===== src/rtl/xlate_rr_sched.sv =====
// Round-robin arbiter sharing one 2-bit translation unit (out = 3 - in) among NREQ requesters.
// One request in flight at a time; the result is sampled LAT cycles after xl_inp is driven and is held until rsp_ready.
module xlate_rr_sched #(
  parameter int NREQ = 4,
  parameter int IDW  = 2,
  parameter int LAT  = 1
) (
  input  logic              clk,
  input  logic              rst,
  input  logic [NREQ-1:0]   req_valid,
  input  logic [2*NREQ-1:0] req_code,
  output logic [NREQ-1:0]   req_ready,
  output logic [1:0]        xl_inp,
  input  logic [1:0]        xl_out,
  output logic              rsp_valid,
  input  logic              rsp_ready,
  output logic [IDW-1:0]    rsp_id,
  output logic [1:0]        rsp_data,
  output logic              busy,
  output logic [7:0]        mismatch_cnt
);

  localparam int CW = (LAT > 1) ? $clog2(LAT) : 1;

  typedef enum logic [1:0] {IDLE, XLATE, RESP} state_t;

  state_t         state, state_nxt;
  logic [IDW-1:0] ptr, id_q, win;
  logic           any_vld;
  logic [CW-1:0]  cnt;

  function automatic int wrap(input int a);
    return (a >= NREQ) ? a - NREQ : a;
  endfunction

  // Scan downward so the candidate closest to ptr is the last one written.
  always_comb begin
    win     = '0;
    any_vld = 1'b0;
    for (int k = NREQ - 1; k >= 0; k--) begin
      if (req_valid[wrap(int'(ptr) + k)]) begin
        win     = IDW'(wrap(int'(ptr) + k));
        any_vld = 1'b1;
      end
    end
  end

  always_comb begin
    state_nxt = state;
    req_ready = '0;
    case (state)
      IDLE: begin
        if (any_vld) begin
          req_ready[win] = rst;
          state_nxt      = XLATE;
        end
      end
      XLATE:   if (cnt == '0) state_nxt = RESP;
      RESP:    if (rsp_ready) state_nxt = IDLE;
      default: state_nxt = IDLE;
    endcase
  end

  assign busy = (state != IDLE);

  always_ff @(posedge clk or negedge rst) begin
    if (!rst) begin
      state        <= IDLE;
      ptr          <= '0;
      id_q         <= '0;
      cnt          <= '0;
      xl_inp       <= '0;
      rsp_valid    <= 1'b0;
      rsp_id       <= '0;
      rsp_data     <= '0;
      mismatch_cnt <= '0;
    end else begin
      state <= state_nxt;
      case (state)
        IDLE: begin
          if (any_vld) begin
            xl_inp <= req_code[2*win +: 2];
            id_q   <= win;
            cnt    <= CW'(LAT - 1);
            ptr    <= (win == IDW'(NREQ - 1)) ? '0 : win + 1'b1;
          end
        end
        XLATE: begin
          if (cnt != '0) begin
            cnt <= cnt - 1'b1;
          end else begin
            rsp_data  <= xl_out;
            rsp_id    <= id_q;
            rsp_valid <= 1'b1;
            // Only the sampled result is judged; the unit may still be settling earlier.
            if (xl_out != 2'd3 - xl_inp && mismatch_cnt != 8'hFF)
              mismatch_cnt <= mismatch_cnt + 1'b1;
          end
        end
        RESP:    if (rsp_ready) rsp_valid <= 1'b0;
        default: ;
      endcase
    end
  end

endmodule


===== config.mk =====
export PLATFORM = sky130hd
export DESIGN_NAME = xlate_rr_sched
export DESIGN_NICKNAME = d
export VERILOG_FILES = /design/src/rtl/xlate_rr_sched.sv
export SDC_FILE = /design/constraint.sdc
export NUM_CORES = 1
export LEC_CHECK = 0
export ABC_AREA = 1
export CAP_MARGIN = 30
export CORE_ASPECT_RATIO = 0.6
export CORE_MARGIN = 2
export CORE_UTILIZATION = 35
export CTS_CLUSTER_DIAMETER = 40
export DETAILED_ROUTE_END_ITERATION = 8
export DONT_BUFFER_PORTS = 1
export PLACE_DENSITY = 0.54
export SLEW_MARGIN = 20
export SYNTH_ARGS = -nofsm -noshare
export SYNTH_HDL_FRONTEND = slang
export SYNTH_SLANG_ARGS = --single-unit
export TNS_END_PERCENT = 10

===== constraint.sdc =====
create_clock -name clk -period 3.5 [get_ports clk]
set_clock_uncertainty 0.05 [all_clocks]
set_input_delay 0.7 -clock clk [delete_from_list [all_inputs] [get_ports clk]]
set_output_delay 0.7 -clock clk [all_outputs]
set_load 0.005 [all_outputs]

==> flow_metrics.tcl <==
set metrics [dict create \
    status "complete, no violations" \
    postCtsSetupRepairBufs 0 \
    setup_viol 0 \
    drtPass1Iterations 4 \
    grt_pass1_vias 1004 \
    finalSetupTns_ns 0 \
    ys_types 27 \
    antenna_found_initial 0 \
    hold_buffers 0 \
    die_w_um 82.2 \
    clk_latency_ns 0.26 \
    path_clk_slew_ns 0.08 \
    start_kind "register" \
    drc_errors 0 \
    max-slew-margin-rel_pct 67.9 \
    post_drt_wl_per_cell_um 13.8 \
    clockRootBuffer "clkbuf_8" \
    ys_warn_count 0 \
    ys_ff_latch 21 \
    cts_resized 0 \
    core_area_sq_mm 0.00338 \
    slew_viol_final 0 \
    worstRegToRegCells 10 \
    place.port_buffers 0 \
    cts.sinks 21 \
    overflow 0 \
    crit_fanout 11 \
    cts_tree "yes" \
    rows 16 \
    cts_made_buffers 3 \
    worstMarginPinSlew_ns 0.481 \
    cts_htree_levels 1 \
    drt_iter0_markers 61 \
    synthesis.nets 184 \
    period_minus_slack_ns 2.99 \
    drv.max_cap_violation_count 0 \
    synth-edff-count 0 \
    grt_pass1_wl_um 4910 \
    start_util_pct 37.9 \
    ir_worst_vdd_mv 0.315 \
    ys_seq_area_share_pct 40.9 \
    die_area_sq_mm 0.00418 \
    grt_usage_pct 15.7 \
    vias_per_cell 4.91 \
    total_leakage_power_nw 0.707 \
    hold_viol_final 0 \
    period_share_pct 85.5 \
    async_reset_ff_share_pct 100 \
    area_growth_pct 6.53 \
    required_ns 2.75 \
    syn-cell-area_sq_mm 0.00128 \
    vias 1040 \
    synth_cells 165 \
    worstPathArrival_ns 2.24 \
    avgSynthCellArea_sq_um 7.78 \
    place_congestion 0.893 \
    layout-drive-gt1-share_pct 15.6 \
    grt_max_degree 24 \
    cts_buffer_depth 2 \
    die_h_um 50.9 \
    fmax_ghz 0.334 \
    timing.final.ws_setup_ns 0.507 \
    diodes 0 \
    routed_wl_um 2930 \
    hpwlAfterDp_um 2350 \
    rsz0062_at_grt "no" \
    hold_path_class "in2async" \
    synth-main-ff-cell "dfrtp_1" \
    powerDensity_mw_per_mm2 965 \
    n_fill_cell 333 \
    cp-end-kind "output pin" \
    critPathKind "reg2out" \
    post-place-ws_ns 0.769 \
    ant_nets 0 \
    boundaryPins 37 \
    nets 187 \
]
-- cell families (layout without fill, tap and decap cells) --
group / after synthesis / count (layout) / synth area share, %
and+or+nand+nor: 98 / 98 / 38.1
buffers and inverters: 25 / 27 / 8.19
DFF: 21 / 21 / 40.9
AOI/OAI and AO/OA: 11 / 11 / 5.17
xor gates and xnor gates: 7 / 7 / 4.78
adders and majority gates: 2 / 2 / 1.95
muxes: 1 / 1 / 0.877
-- final cells by class --
cell class	count	area [sq um]	share of cell area (%)
clock buffer	3	41.3	3.02
sequential	21	526	38.4
clock inverter	1	5.00	0.366
inverter	23	86.3	6.31
multi-input combinational	119	653	47.8
tap	45	56.3	4.12
-- synth_stat cells (3+ instances only) --
cell	n	area share, %
nor2_2	4	1.9
o21ai_0	6	2.3
nor2_1	7	2.0
xor2_1	4	2.7
dfrtp_1	21	41
nand2_2	8	3.9
inv_1	21	6.1
xnor2_1	3	2.0
nand3_1	17	6.6
nand2_1	48	14
nand4_1	3	1.5
-- where the power goes --
| part | switching [mW] | leakage, nW | internal (mW) | total, mW |
|---|---|---|---|---|
| clock network | 0.0803 | 0.0255 | 0.0794 | 0.160 |
| logic | 0.440 | 0.425 | 0.246 | 0.686 |
| registers | 0.127 | 0.256 | 0.347 | 0.474 |
-- layout by cell type, fill, tap and decap left out --
master	synthesis	layout
o21a_1	1	1
o22ai_1	1	1
o21ai_2	1	1
nand2_1	48	48
or2_1	2	2
nor3_1	2	2
ha_1	2	2
xnor2_1	3	3
clkbuf_8	0	3
o21ai_0	6	6
nand2_2	8	8
xor2_1	4	4
clkinv_2	0	1
dfrtp_1	21	21
nand3_4	2	2
nor2_2	4	4
nor2_1	7	7
inv_2	2	2
a21oi_2	1	1
inv_1	21	21
nand4_1	3	3
a21oi_1	1	1
nand3b_1	2	2
mux2_2	1	1
nand3_2	2	2
nand2_4	1	1
nand3_1	17	17
-- critical path, stage by stage (launching register included) --
cell     delay (ns)
dfrtp_1        0.65
inv_1          0.18
nand2_1        0.16
nand2_1        0.09
nand2_2        0.10
nor3_1         0.06
nor2_2         0.33
nand2_1        0.13
nor3_1         0.28
-- layer usage --
metal / global-route usage (%) / vias to the layer above / wire [um]
met1: 22.3 / 478 / 1470
met5: 0 / - / 0
met3: 5.83 / 2 / 222
met2: 22.7 / 36 / 1230
li1: - / 524 / -
met4: 3.33 / 0 / 9
-- state kept, by name (all words and copies together) (netlist names) --
register / count
id_q: 2
mismatch_cnt: 8
state: 2
rsp_id: 2
xl_inp: 2
rsp_valid: 1
rsp_data: 2
ptr: 2
-- stage by stage --
step	util (%)	total power [mW]	cell area (sq um)	cells	hold WS, ns
finish	40.4	1.32	1370	212	0.0695
floorplan	-	1.03	1280	165	0.354
detailed placement	39.1	1.17	1320	208	0.355
CTS	40.4	1.33	1370	212	0.0615
global route	40.4	1.46	1370	212	0.0524
global placement	39.1	1.15	1320	208	0.355
-- worst paths after layout --
path | startpoint | end | slack [ns]
max in group asynchronous | rst | xl_inp[1]$_DFFE_PN0P_ | 3.25
setup reg to reg | ptr[0]$_DFFE_PN0P_ | ptr[1]$_DFFE_PN0P_ | 1.33
hold reg to reg | rsp_data[0]$_DFFE_PN0P_ | rsp_data[0]$_DFFE_PN0P_ | 0.46
hold / removal | rst | mismatch_cnt[7]$_DFFE_PN0P_ | 0.07
min in group clk | rsp_data[0]$_DFFE_PN0P_ | rsp_data[0]$_DFFE_PN0P_ | 0.46
setup / recovery | ptr[0]$_DFFE_PN0P_ | req_ready[2] | 0.51
Note: power is estimated with default switching activity, not from simulation.
